===== src/rtl/parallel_to_serial_if.sv =====
// ---------------------------------------------------------------------------
// parallel_to_serial_if
//   Bundles the word-input handshake and the serial output of the
//   parallel_to_serial block.
//
//   Handshake: a word on din moves into the block on a rising clock edge
//   where din_valid && din_ready are both high. din_ready is a pure
//   function of internal registers and never looks at din_valid. The
//   serial side has no backpressure: every cycle with dout_valid high
//   carries one bit, and the consumer must take it.
//
//   Signals:
//     din        [DATA_WIDTH] parallel word offered by the upstream
//     din_valid  [1]          din holds a word
//     din_ready  [1]          block can take a word this cycle
//     dout       [1]          serial bit, MSB first
//     dout_valid [1]          dout carries a bit this cycle
//     dout_last  [1]          dout is bit 0 of the current word
//     dbg_state  [1]          FSM state (0 = IDLE, 1 = SHIFT), observation only
//
//   Modports: master = upstream/consumer side, slave = serializer side.
// ---------------------------------------------------------------------------
interface parallel_to_serial_if #(
  parameter int DATA_WIDTH = 16
);
  logic [DATA_WIDTH-1:0] din;
  logic                  din_valid;
  logic                  din_ready;
  logic                  dout;
  logic                  dout_valid;
  logic                  dout_last;
  logic                  dbg_state;

  modport master (
    output din, din_valid,
    input  din_ready, dout, dout_valid, dout_last, dbg_state
  );

  modport slave (
    input  din, din_valid,
    output din_ready, dout, dout_valid, dout_last, dbg_state
  );
endinterface


===== src/rtl/parallel_to_serial.sv =====
// ---------------------------------------------------------------------------
// parallel_to_serial
//   Serializer: takes a DATA_WIDTH-bit word over a valid/ready handshake and
//   shifts it out one bit per clock, MSB first, so that a shift-into-LSB
//   receiver rebuilds the word after DATA_WIDTH valid cycles. A one-word
//   holding register lets the next word be accepted while the current one
//   is still shifting, so back-to-back words stream with no idle cycle.
//
//   Ports:
//     clk    rising-edge clock
//     resetn asynchronous active-low reset; drops any in-flight word
//     bus    parallel_to_serial_if.slave (din/din_valid/din_ready in,
//            dout/dout_valid/dout_last out, dbg_state for observation)
// ---------------------------------------------------------------------------
module parallel_to_serial #(
  parameter int DATA_WIDTH = 16
) (
  input  logic                  clk,
  input  logic                  resetn,
  parallel_to_serial_if.slave   bus
);

  localparam int CW = (DATA_WIDTH > 1) ? $clog2(DATA_WIDTH) : 1;
  localparam logic [CW-1:0] LAST_CNT = CW'(DATA_WIDTH - 1);

  typedef enum logic {
    ST_IDLE  = 1'b0,
    ST_SHIFT = 1'b1
  } state_t;

  state_t                r_state;
  logic [DATA_WIDTH-1:0] r_sr;
  logic [CW-1:0]         r_cnt;
  logic [DATA_WIDTH-1:0] r_hold;
  logic                  r_hold_full;

  logic w_din_ready;
  logic w_accept;
  logic w_last_bit;

  // Ready depends only on the holding register, so the upstream can never
  // form a combinational loop through din_valid.
  assign w_din_ready = !r_hold_full;
  assign w_accept    = bus.din_valid && w_din_ready;
  assign w_last_bit  = (r_cnt == LAST_CNT);

  assign bus.din_ready  = w_din_ready;
  assign bus.dout       = r_sr[DATA_WIDTH-1];
  assign bus.dout_valid = (r_state == ST_SHIFT);
  assign bus.dout_last  = (r_state == ST_SHIFT) && w_last_bit;
  assign bus.dbg_state  = r_state;

  always_ff @(posedge clk or negedge resetn) begin
    if (!resetn) begin
      r_state     <= ST_IDLE;
      r_sr        <= '0;
      r_cnt       <= '0;
      r_hold      <= '0;
      r_hold_full <= 1'b0;
    end else begin
      case (r_state)
        ST_IDLE: begin
          if (w_accept) begin
            r_sr    <= bus.din;
            r_cnt   <= '0;
            r_state <= ST_SHIFT;
          end
        end

        ST_SHIFT: begin
          if (!w_last_bit) begin
            r_sr  <= r_sr << 1;
            r_cnt <= r_cnt + 1'b1;
            if (w_accept) begin
              r_hold      <= bus.din;
              r_hold_full <= 1'b1;
            end
          end else begin
            // Last bit of the word: chain straight into the next one if any.
            // A held word and a fresh accept cannot coincide because ready
            // is low whenever the holding register is full.
            r_cnt <= '0;
            if (r_hold_full) begin
              r_sr        <= r_hold;
              r_hold_full <= 1'b0;
            end else if (w_accept) begin
              r_sr <= bus.din;
            end else begin
              r_state <= ST_IDLE;
            end
          end
        end

        default: r_state <= ST_IDLE;
      endcase
    end
  end

endmodule

===== src/flat_wrapper.sv =====
// flat-port wrapper written by rule: the top's interface ports become plain ports
module parallel_to_serial_flat 
#(
  parameter int DATA_WIDTH = 16
)
  (clk, resetn, bus_din, bus_din_valid, bus_din_ready, bus_dout, bus_dout_valid, bus_dout_last, bus_dbg_state);
  parallel_to_serial_if #(.DATA_WIDTH(DATA_WIDTH)) bus_i ();
  input  logic clk;
  input  logic resetn;
  input wire logic [$bits(bus_i.din)-1:0] bus_din;
  input wire logic [$bits(bus_i.din_valid)-1:0] bus_din_valid;
  output wire logic [$bits(bus_i.din_ready)-1:0] bus_din_ready;
  output wire logic [$bits(bus_i.dout)-1:0] bus_dout;
  output wire logic [$bits(bus_i.dout_valid)-1:0] bus_dout_valid;
  output wire logic [$bits(bus_i.dout_last)-1:0] bus_dout_last;
  output wire logic [$bits(bus_i.dbg_state)-1:0] bus_dbg_state;
  assign bus_i.din = bus_din;
  assign bus_i.din_valid = bus_din_valid;
  assign bus_din_ready = bus_i.din_ready;
  assign bus_dout = bus_i.dout;
  assign bus_dout_valid = bus_i.dout_valid;
  assign bus_dout_last = bus_i.dout_last;
  assign bus_dbg_state = bus_i.dbg_state;
  parallel_to_serial #(.DATA_WIDTH(DATA_WIDTH)) u_core (.clk(clk), .resetn(resetn), .bus(bus_i));
endmodule

===== config.mk =====
export PLATFORM = sky130hd
export DESIGN_NAME = parallel_to_serial_flat
export DESIGN_NICKNAME = d
export VERILOG_FILES = /design/src/rtl/parallel_to_serial_if.sv /design/src/rtl/parallel_to_serial.sv /design/src/flat_wrapper.sv
export SDC_FILE = /design/constraint.sdc
export NUM_CORES = 1
export LEC_CHECK = 0
export CAP_MARGIN = 20
export CORE_ASPECT_RATIO = 1.5
export CORE_MARGIN = 1
export CORE_UTILIZATION = 45
export DETAILED_ROUTE_END_ITERATION = 7
export PLACE_DENSITY = 0.67
export SYNTH_ARGS = -nofsm -noshare
export SYNTH_HDL_FRONTEND = slang
export SYNTH_SLANG_ARGS = --single-unit

===== constraint.sdc =====
create_clock -name clk -period 2.5 [get_ports clk]
set_input_delay 0.5 -clock clk [delete_from_list [all_inputs] [get_ports clk]]
set_output_delay 0.5 -clock clk [all_outputs]
set_load 0.005 [all_outputs]

==> results.py, run 1 <==
metrics = {
    "sta": {
        "finalHoldViolCount": 0,
        "period_share": 0.898,
        "slew_violations": 0,
        "finalSetupViolations": 0,
        "grt_setup_unrepaired": "no",
        "fmax_mhz": 445,
        "fin_hold_ws_ns": 0.348,
        "finalClockSkew_ns": 0.00256,
        "worstMarginPinSlew_ns": 0.941,
        "period_minus_slack_ns": 2.25,
        "slew_headroom": 0.373,
        "tns_ns": 0,
    },
    "layout": {
        "final_area_sq_mm": 0.00219,
        "drive_gt1_frac": 0.188,
        "antennaDiodeCount": 0,
        "most-common-layout-cells": "dfrtp_1 (38), nand2_1 (35), clkdlybuf4s50_1 (22)",
        "final_util": 0.584,
        "areaGrowthSynthToFinish_pct": 22.5,
        "fillers": 333,
        "num-nets-final": 205,
        "layout_commonest_cell": "dfrtp_1",
    },
    "synth": {
        "seq_area_frac_synth": 0.532,
        "synth_fp_nets": 180,
        "synthesis.instances": 160,
        "ys_types": 30,
        "ys_warn_count": 0,
        "synth_area_leaders": "dfrtp_1 (53%), mux2_4 (7.6%), a32oi_1 (7.3%)",
        "netlist_area_sq_mm": 0.00179,
        "synth_top_area_frac": 0.532,
        "synth_top_cell_by_area": "dfrtp_1",
        "ys_ff_latch": 38,
        "avgSynthCellArea_sq_um": 11.2,
    },
    "worst_hold_path": {
        "hold_path.class": "in -> async",
    },
    "detailed_routing": {
        "wl_um": 4070,
        "drc_errors": 0,
        "drtAntennaViolNets": 0,
        "drt-initial-drc-count": 93,
        "viasPerCell": 6.10,
        "num_vias": 1397,
        "wire_per_inst_um": 17.8,
        "dr.pass1.iters": 4,
    },
    "worst_setup_path": {
        "worstPathRequired_ns": 2.00,
        "endpoint_kind": "primary output",
        "arrival_ns": 1.75,
        "critPathLaunchType": "flip-flop",
        "cpMaxStageDelayCell": "clkdlybuf4s50_1",
        "crit_chain": "ha_1, nand3_1, nor2_1, clkdlybuf4s50_1",
        "cpPeakStageDelay_ns": 0.52,
        "worstSetupPathType": "reg -> out",
        "worstPathMaxFanout": 5,
    },
    "cts": {
        "cts.sinks": 38,
        "clk_path_buf_depth": 2,
        "root_buffer": "clkbuf_8",
        "cts_buffers": 5,
        "tritoncts": "yes",
        "cts-resized-gates": 0,
        "clk_pin_slew_worst_paths_ns": 0.07,
        "hold_buffers": 0,
        "post_cts_buffers": 0,
        "cts.htree.levels": 2,
        "clk_latency_ns": 0.28,
    },
    "die": {
        "row_count": 27,
        "start_util": 0.477,
        "pin_count": 24,
        "die_w_um": 53.5,
        "core_sq_mm": 0.00375,
        "fp.dieArea_sq_mm": 0.00423,
        "dieHeight_um": 79.2,
    },
    "global_routing": {
        "globalRouteTotalUtil": 0.220,
        "antenna_found_initial": 0,
        "grt_max_degree": 39,
        "grt_remaining_overflow": 0,
        "grt_pass1_vias": 1416,
        "grt_pass1_wl_um": 6700,
    },
    "place": {
        "dpl_cell_area_sq_mm": 0.00205,
        "portBuffers": 23,
        "routabilityCongestion": 0.773,
        "post-dp-hpwl_um": 2510,
    },
    "power": {
        "power_density_mw_per_mm2": 1230,
        "peakVddDrop_v": 0.000753,
        "p_leak_nw": 0.920,
    },
    "run_status": {
        "outcome": "finished, final reports clean",
    },
    "job": {
        "cap_violations": 0,
    },
}
[critical path, delay by kind of cell, from the launching register on]
family,cells,cell delay (ns)
buffers and inverters,1,0.52
and+or+nand+nor,2,0.28
DFF,1,0.41
adders and majority gates,1,0.25
[synthesized netlist by cell type (all sizes together)]
| cell | n |
|---|---|
| o22ai | 15 |
| nor4bb | 1 |
| o211ai | 4 |
| nor3 | 1 |
| nand4 | 3 |
| nand2b | 1 |
| a21oi | 1 |
| nand3 | 3 |
| mux2i | 1 |
| o21bai | 1 |
| nor2b | 1 |
| o31ai | 1 |
| clkbuf | 8 |
| a31oi | 1 |
| o21ai | 3 |
| inv | 3 |
| nor2 | 1 |
| and3 | 1 |
| mux2 | 16 |
| buf | 5 |
| a32oi | 15 |
| dfrtp | 38 |
| nand2 | 35 |
| ha | 1 |
[layout make-up]
| class | count | area [sq um] | area share |
|---|---|---|---|
| multi-input combinational | 106 | 747 | 0.341 |
| inverter | 3 | 11.3 | 0.00514 |
| clock buffer | 6 | 82.6 | 0.0377 |
| clock inverter | 2 | 60.1 | 0.0274 |
| sequential | 38 | 951 | 0.434 |
| tap | 43 | 53.8 | 0.0246 |
| timing repair buffer | 31 | 285 | 0.130 |
[path summary, 6_finish.rpt]
kind | start | endpoint | slack (ns) | depth (start not counted)
worst max-delay path | u_core.r_cnt[0]$_DFFE_PN0P_ | bus_dout_last | 0.25 | 4
worst min-delay path | resetn | u_core.r_cnt[3]$_DFFE_PN0P_ | 0.35 | 1
worst max register to register | u_core.r_cnt[0]$_DFFE_PN0P_ | u_core.r_hold[6]$_DFFE_PN0P_ | 0.67 | 5
worst min register to register | u_core.r_hold[8]$_DFFE_PN0P_ | u_core.r_hold[8]$_DFFE_PN0P_ | 0.51 | 1
max in group asynchronous | resetn | u_core.r_hold[14]$_DFFE_PN0P_ | 1.57 | 1
min in group clk | u_core.r_hold[8]$_DFFE_PN0P_ | u_core.r_hold[8]$_DFFE_PN0P_ | 0.51 | 1
[flip-flops by register name, indices dropped and copies added (netlist names)]
| signal | count |
|---|---|
| u_core.r_hold_full | 1 |
| u_core.r_cnt | 4 |
| u_core.r_sr | 16 |
| u_core.r_hold | 16 |
| u_core.bus.dbg_state | 1 |
[metal layers]
layer	global-route usage	share of wire
met1	0.269	0.42
met2	0.379	0.51
met3	0.0460	0.057
met4	0.0632	0.012
met5	0	0
[where the power goes]
part	switching [mW]	internal [mW]	leakage, nW
combinational	0.444	0.504	0.394
sequential	0.199	0.913	0.454
clock	0.208	0.425	0.0714
[through the flow]
| stage | std cells | setup WS (ns) | power, mW |
|---|---|---|---|
| 6_report | 229 | 0.254 | 2.69 |
| 5_1_grt | 229 | 0.176 | 2.87 |
| 4_1_cts | 229 | 0.254 | 2.71 |
| 3_5_place_dp | 221 | 0.477 | 2.06 |
| 3_3_place_gp | 221 | 0.521 | 2.00 |
| 2_1_floorplan | 160 | 0.627 | 1.77 |
[logic make-up after synthesis]
| family | after synthesis | synth area share |
|---|---|---|
| AOI/OAI and AO/OA | 41 | 0.166 |
| and+or+nand+nor | 47 | 0.120 |
| DFF | 38 | 0.532 |
| buffers and inverters | 16 | 0.0504 |
| adders and majority gates | 1 | 0.00700 |
| muxes | 17 | 0.125 |
Power figures use the tool's default switching activity.
==> run 2: changes to the inputs <==
==> constraint.sdc (replaced) <==
create_clock -name clk -period 2.7 [get_ports clk]
set_input_delay 0.405 -clock clk [delete_from_list [all_inputs] [get_ports clk]]
set_output_delay 0.405 -clock clk [all_outputs]
set_load 0.005 [all_outputs]
==> run 2 against run 1 <==
  * First-iteration DRC count is 43% lower
  * Global-route usage is 0.30 points lower
  * Hold slack worse by 0.10 ns
  * Sequential power is 7% lower
  * Flip-flop and latch count stayed put
  * Register-to-register slack better by 0.08 ns
  * Worst setup slack better by 0.28 ns
  * Critical path type unchanged
==> results.py, run 2 (synthesis results as in run 1) <==
metrics = {
    "place": {
        "portBuffers": 23,
        "post-dp-hpwl_um": 2520,
        "dpl_worst_slack_ns": 0.650,
        "routabilityCongestion": 0.761,
    },
    "layout": {
        "areaGrowthSynthToFinish_pct": 19.7,
        "multi_input_area_sq_um": 747,
        "top_regs": "u_core.r_hold x16, u_core.r_sr x16, u_core.r_cnt x4",
        "fillers": 344,
        "most-common-layout-cells": "dfrtp_1 (38), nand2_1 (35), clkdlybuf4s50_1 (22)",
        "num-nets-final": 203,
        "drive_gt1_frac": 0.179,
        "layout_commonest_cell": "dfrtp_1",
        "regArea_sq_um": 951,
        "antennaDiodeCount": 0,
    },
    "die": {
        "dieHeight_um": 79.2,
        "die_w_um": 53.5,
        "core_sq_mm": 0.00375,
        "start_util": 0.477,
        "pin_count": 24,
        "row_count": 27,
        "fp.dieArea_sq_mm": 0.00423,
    },
    "sta": {
        "fmax_mhz": 461,
        "grt_setup_unrepaired": "no",
        "finalHoldViolCount": 0,
        "finalSetupViolations": 0,
        "slew_violations": 0,
        "worst_slack_ns": 0.529,
        "tns_ns": 0,
        "period_share": 0.804,
        "worstMarginPinSlew_ns": 0.940,
        "finalClockSkew_ns": 0.00546,
        "slew_headroom": 0.373,
        "period_minus_slack_ns": 2.17,
    },
    "detailed_routing": {
        "num_vias": 1405,
        "drtAntennaViolNets": 0,
        "drc_errors": 0,
        "viasPerCell": 6.19,
        "wire_per_inst_um": 17.8,
        "drt-initial-drc-count": 53,
        "dr.pass1.iters": 4,
        "wl_um": 4050,
    },
    "cts": {
        "post_cts_buffers": 0,
        "hold_buffers": 0,
        "cts-resized-gates": 0,
        "root_buffer": "clkbuf_8",
        "cts.sinks": 38,
        "clk_latency_ns": 0.29,
        "cts.htree.levels": 2,
        "clk_pin_slew_worst_paths_ns": 0.07,
        "clk_path_buf_depth": 2,
        "cts_buffers": 5,
        "tritoncts": "yes",
    },
    "global_routing": {
        "globalRouteTotalUtil": 0.217,
        "grt_pass1_vias": 1392,
        "grt_use_met1": 0.269,
        "top_usage_layer": "met2",
        "grt_max_degree": 39,
        "global_route.usage.met3": 0.0613,
        "antenna_found_initial": 0,
        "met2_usage": 0.353,
        "grt_pass1_wl_um": 6600,
        "grt_remaining_overflow": 0,
    },
    "worst_setup_path": {
        "worst_r2r_path_depth": 5,
        "arrival_ns": 1.77,
        "critPathLaunchType": "flip-flop",
        "r2r-start": "u_core.r_cnt[0]$_DFFE_PN0P_",
        "r2r_end": "u_core.r_hold[6]$_DFFE_PN0P_",
        "worstPathRequired_ns": 2.30,
        "rrSetupSlack_ns": 0.75,
        "worstPathMaxFanout": 5,
        "timing.critical_path.from": "u_core.r_cnt[0]$_DFFE_PN0P_",
        "worstSetupPathType": "reg -> out",
        "endpoint_kind": "primary output",
    },
    "job": {
        "cap_violations": 0,
    },
    "power": {
        "power_density_mw_per_mm2": 1080,
        "p_leak_nw": 0.889,
        "peakVddDrop_v": 0.000715,
    },
    "run_status": {
        "outcome": "finished, final reports clean",
    },
    "worst_hold_path": {
        "hold_path.class": "in -> async",
    },
}
## run 2: cell types whose count changed in the layout (fill, tap and decap cells not counted)
cell	change
bufinv_16	-2
clkinvlp_4	+1
clkinv_2	+1
buf_12	+1
buf_4	-3
## run 2: area by class of cell
cell class,count,area share
flip-flops and latches,38,0.444
multi-input cells,106,0.349
repair buffers,29,0.132
clock buffers,6,0.0386
well taps,43,0.0251
clock inverters,2,0.00584
inverters,3,0.00526
## run 2: through the flow
stage	instance area (sq um)	hold WS, ns	std cells	total power, mW	util
2_1_floorplan	1790	0.109	160	1.64	-
3_3_place_gp	2050	0.491	219	1.85	0.546
3_5_place_dp	2050	0.497	219	1.91	0.546
4_1_cts	2140	0.275	227	2.32	0.571
5_1_grt	2140	0.317	227	2.46	0.571
6_report	2140	0.249	227	2.31	0.571
## run 2: how the worst max path moves through the flow
stage,endpoint,cells after the start
finish,bus_dout_last,4
CTS,bus_dout_last,4
detailed placement,u_core.r_hold[11]$_DFFE_PN0P_,5
global placement,u_core.r_hold[7]$_DFFE_PN0P_,5
floorplan,u_core.r_hold[0]$_DFFE_PN0P_,6
global route,bus_dout_last,4
## run 2: routing by layer
metal | share of wire | routed length, um
met4 | 0.012 | 50
met2 | 0.52 | 2090
met5 | 0 | 0
met3 | 0.062 | 250
met1 | 0.41 | 1660
## run 2: critical path, stage by stage (launching register included)
cell and delay (ns):
dfrtp_1 0.42, ha_1 0.26, nand3_1 0.11, nor2_1 0.16
clkdlybuf4s50_1 0.53
## run 2: power by group
group / total [mW] / internal (mW) / switching (mW)
combinational: 0.876 / 0.469 / 0.407
sequential: 1.03 / 0.845 / 0.183
clock: 0.403 / 0.205 / 0.198
==> run 3: changes to the inputs <==
--- a/config.mk
+++ b/config.mk
@@ -10,7 +10,7 @@
 export CORE_MARGIN = 1
 export CORE_UTILIZATION = 45
 export DETAILED_ROUTE_END_ITERATION = 7
-export PLACE_DENSITY = 0.67
+export PLACE_DENSITY = 0.7
 export SYNTH_ARGS = -nofsm -noshare
 export SYNTH_HDL_FRONTEND = slang
 export SYNTH_SLANG_ARGS = --single-unit
==> constraint.sdc (replaced) <==
create_clock -name clk -period 1.7 [get_ports clk]
set_input_delay 0.255 -clock clk [delete_from_list [all_inputs] [get_ports clk]]
set_output_delay 0.255 -clock clk [all_outputs]
set_load 0.005 [all_outputs]
==> run 3 against run 2 <==
  * Cell area rose by 9.5%
  * Clock power rose by 140%
  * First-iteration DRC count rose by 1.9%
  * Combinational power rose by 87%
  * Sequential share of layout area fell by 3.9 points
  * Die area did not move
  * Hold slack improved by 0.17 ns
  * Via count rose by 3.1%
  * Flip-flop and latch count did not move
  * Routed wire length rose by 7.1%
  * Clock skew rose by 0.0025 ns
  * Critical path type is now reg -> reg
  * Total power rose by 84%
  * The flow now finishes with violations (negative setup slack)
==> results.py, run 3 (synthesis results as in run 1) <==
metrics = {
    "run_status": {
        "outcome": "complete, but fails checks",
        "violations": "negative setup slack",
    },
    "global_routing": {
        "grt_pass1_wl_um": 6610,
        "globalRouteTotalUtil": 0.220,
        "grt_remaining_overflow": 0,
        "grt_max_degree": 25,
        "antenna_found_initial": 0,
        "grt_pass1_vias": 1402,
    },
    "detailed_routing": {
        "drt-initial-drc-count": 54,
        "dr.pass1.iters": 4,
        "wl_um": 4340,
        "viasPerCell": 6.04,
        "num_vias": 1449,
        "met3_length_um": 242,
        "wire_per_inst_um": 18.1,
        "drc_errors": 0,
        "routed.top_layer": "met4",
        "drtAntennaViolNets": 0,
        "wl_met2_um": 2220,
        "drt-met1-wl_um": 1790,
    },
    "job": {
        "cap_violations": 0,
    },
    "layout": {
        "most-common-layout-cells": "dfrtp_1 (38), nand2_1 (35), clkdlybuf4s50_1 (21)",
        "antennaDiodeCount": 0,
        "drive_gt1_frac": 0.244,
        "layout_commonest_cell": "dfrtp_1",
        "areaGrowthSynthToFinish_pct": 31.1,
        "num-nets-final": 216,
        "final_cells": 240,
        "final_area_sq_mm": 0.00234,
        "top_regs": "u_core.r_hold x16, u_core.r_sr x16, u_core.r_cnt x4",
    },
    "power": {
        "power_density_mw_per_mm2": 1810,
        "peakVddDrop_v": 0.00112,
        "p_leak_nw": 1.01,
    },
    "worst_setup_path": {
        "endpoint_kind": "flip-flop",
        "worstPathMaxFanout": 8,
        "critPathLaunchType": "flip-flop",
        "worstPathRequired_ns": 1.88,
        "arrival_ns": 1.90,
        "worstSetupPathType": "reg -> reg",
    },
    "place": {
        "dp.cells": 223,
        "portBuffers": 23,
        "dpl_cell_area_sq_mm": 0.00208,
        "routabilityCongestion": 0.755,
        "post-dp-hpwl_um": 2550,
    },
    "die": {
        "start_util": 0.477,
        "pin_count": 24,
        "die_w_um": 53.5,
        "fp.dieArea_sq_mm": 0.00423,
        "dieHeight_um": 79.2,
        "core_sq_mm": 0.00375,
        "row_count": 27,
    },
    "cts": {
        "cts_buffers": 5,
        "clk_latency_ns": 0.30,
        "cts.htree.levels": 2,
        "clk_pin_slew_worst_paths_ns": 0.08,
        "root_buffer": "clkbuf_8",
        "tritoncts": "yes",
        "cts.sinks": 38,
        "clk_path_buf_depth": 2,
    },
    "sta": {
        "worst_slack_ns": -0.0192,
        "grt_setup_unrepaired": "yes",
        "fmax_mhz": 582,
        "finalClockSkew_ns": 0.00794,
        "period_minus_slack_ns": 1.72,
        "worstMarginPinSlew_ns": 0.441,
        "slew_headroom": 0.706,
        "finalSetupViolations": 7,
        "slew_violations": 0,
        "finalHoldViolCount": 0,
        "period_share": 1.01,
    },
    "worst_hold_path": {
        "hold_path.class": "in -> async",
    },
}
[run 3: metal layers]
| metal | vias to the layer above | GRT usage |
|---|---|---|
| met5 | - | 0 |
| met4 | 0 | 0.105 |
| met3 | 9 | 0.0536 |
| met2 | 58 | 0.363 |
| met1 | 713 | 0.257 |
| li1 | 669 | - |
[run 3: cell type report]
cell class,instances,area [sq um]
well taps,43,53.8
flip-flops and latches,38,951
repair buffers,42,393
clock buffers,6,82.6
fillers,304,1410
inverters,3,11.3
multi-input cells,106,793
clock inverters,2,60.1
[run 3: report_power, final]
group	switching, mW	total (mW)	internal (mW)
clock network	0.338	0.964	0.626
registers	0.301	1.64	1.34
logic	0.711	1.64	0.930
[run 3: repair_timing]
action	CTS	global route
endpoints found under the setup margin	1	16
cloned	0	1
pin swaps	2	2
setup buffers	5	2
endpoints found under the hold margin	17	0
hold buffers	1	0
resized for setup	3	11
[run 3: critical path, cell delays in order (launching register included)]
cell and delay (ns):
dfrtp_1 0.43, ha_4 0.18, buf_6 0.12, and3_4 0.15, nor3_4 0.19, buf_6 0.21
mux2_4 0.32
[run 3: final timing paths]
check,from,to,slack (ns),cells past startpoint
worst max register to register,u_core.r_cnt[1]$_DFFE_PN0P_,u_core.r_hold[11]$_DFFE_PN0P_,-0.02,6
min in group clk,u_core.r_hold[7]$_DFFE_PN0P_,u_core.r_hold[7]$_DFFE_PN0P_,0.51,1
worst max-delay path,u_core.r_cnt[1]$_DFFE_PN0P_,u_core.r_hold[11]$_DFFE_PN0P_,-0.02,6
max in group asynchronous,resetn,u_core.r_hold[11]$_DFFE_PN0P_,0.81,3
worst min register to register,u_core.r_hold[7]$_DFFE_PN0P_,u_core.r_hold[7]$_DFFE_PN0P_,0.51,1
worst min-delay path,resetn,u_core.r_hold_full$_DFFE_PN0P_,0.42,2
[run 3: per-stage QoR]
step / hold WS (ns) / setup slack, ns / utilization / power (mW) / TNS, ns
2_1_floorplan: -0.0406 / -0.133 / - / 2.61 / -1.38
3_3_place_gp: 0.214 / 0.0195 / 0.556 / 2.97 / 0
3_5_place_dp: 0.223 / 0.0128 / 0.556 / 3.05 / 0
4_1_cts: 0.430 / -0.0455 / 0.609 / 4.10 / -0.319
5_1_grt: 0.472 / -0.0367 / 0.625 / 4.49 / -0.196
6_report: 0.420 / -0.0192 / 0.625 / 4.25 / -0.0701
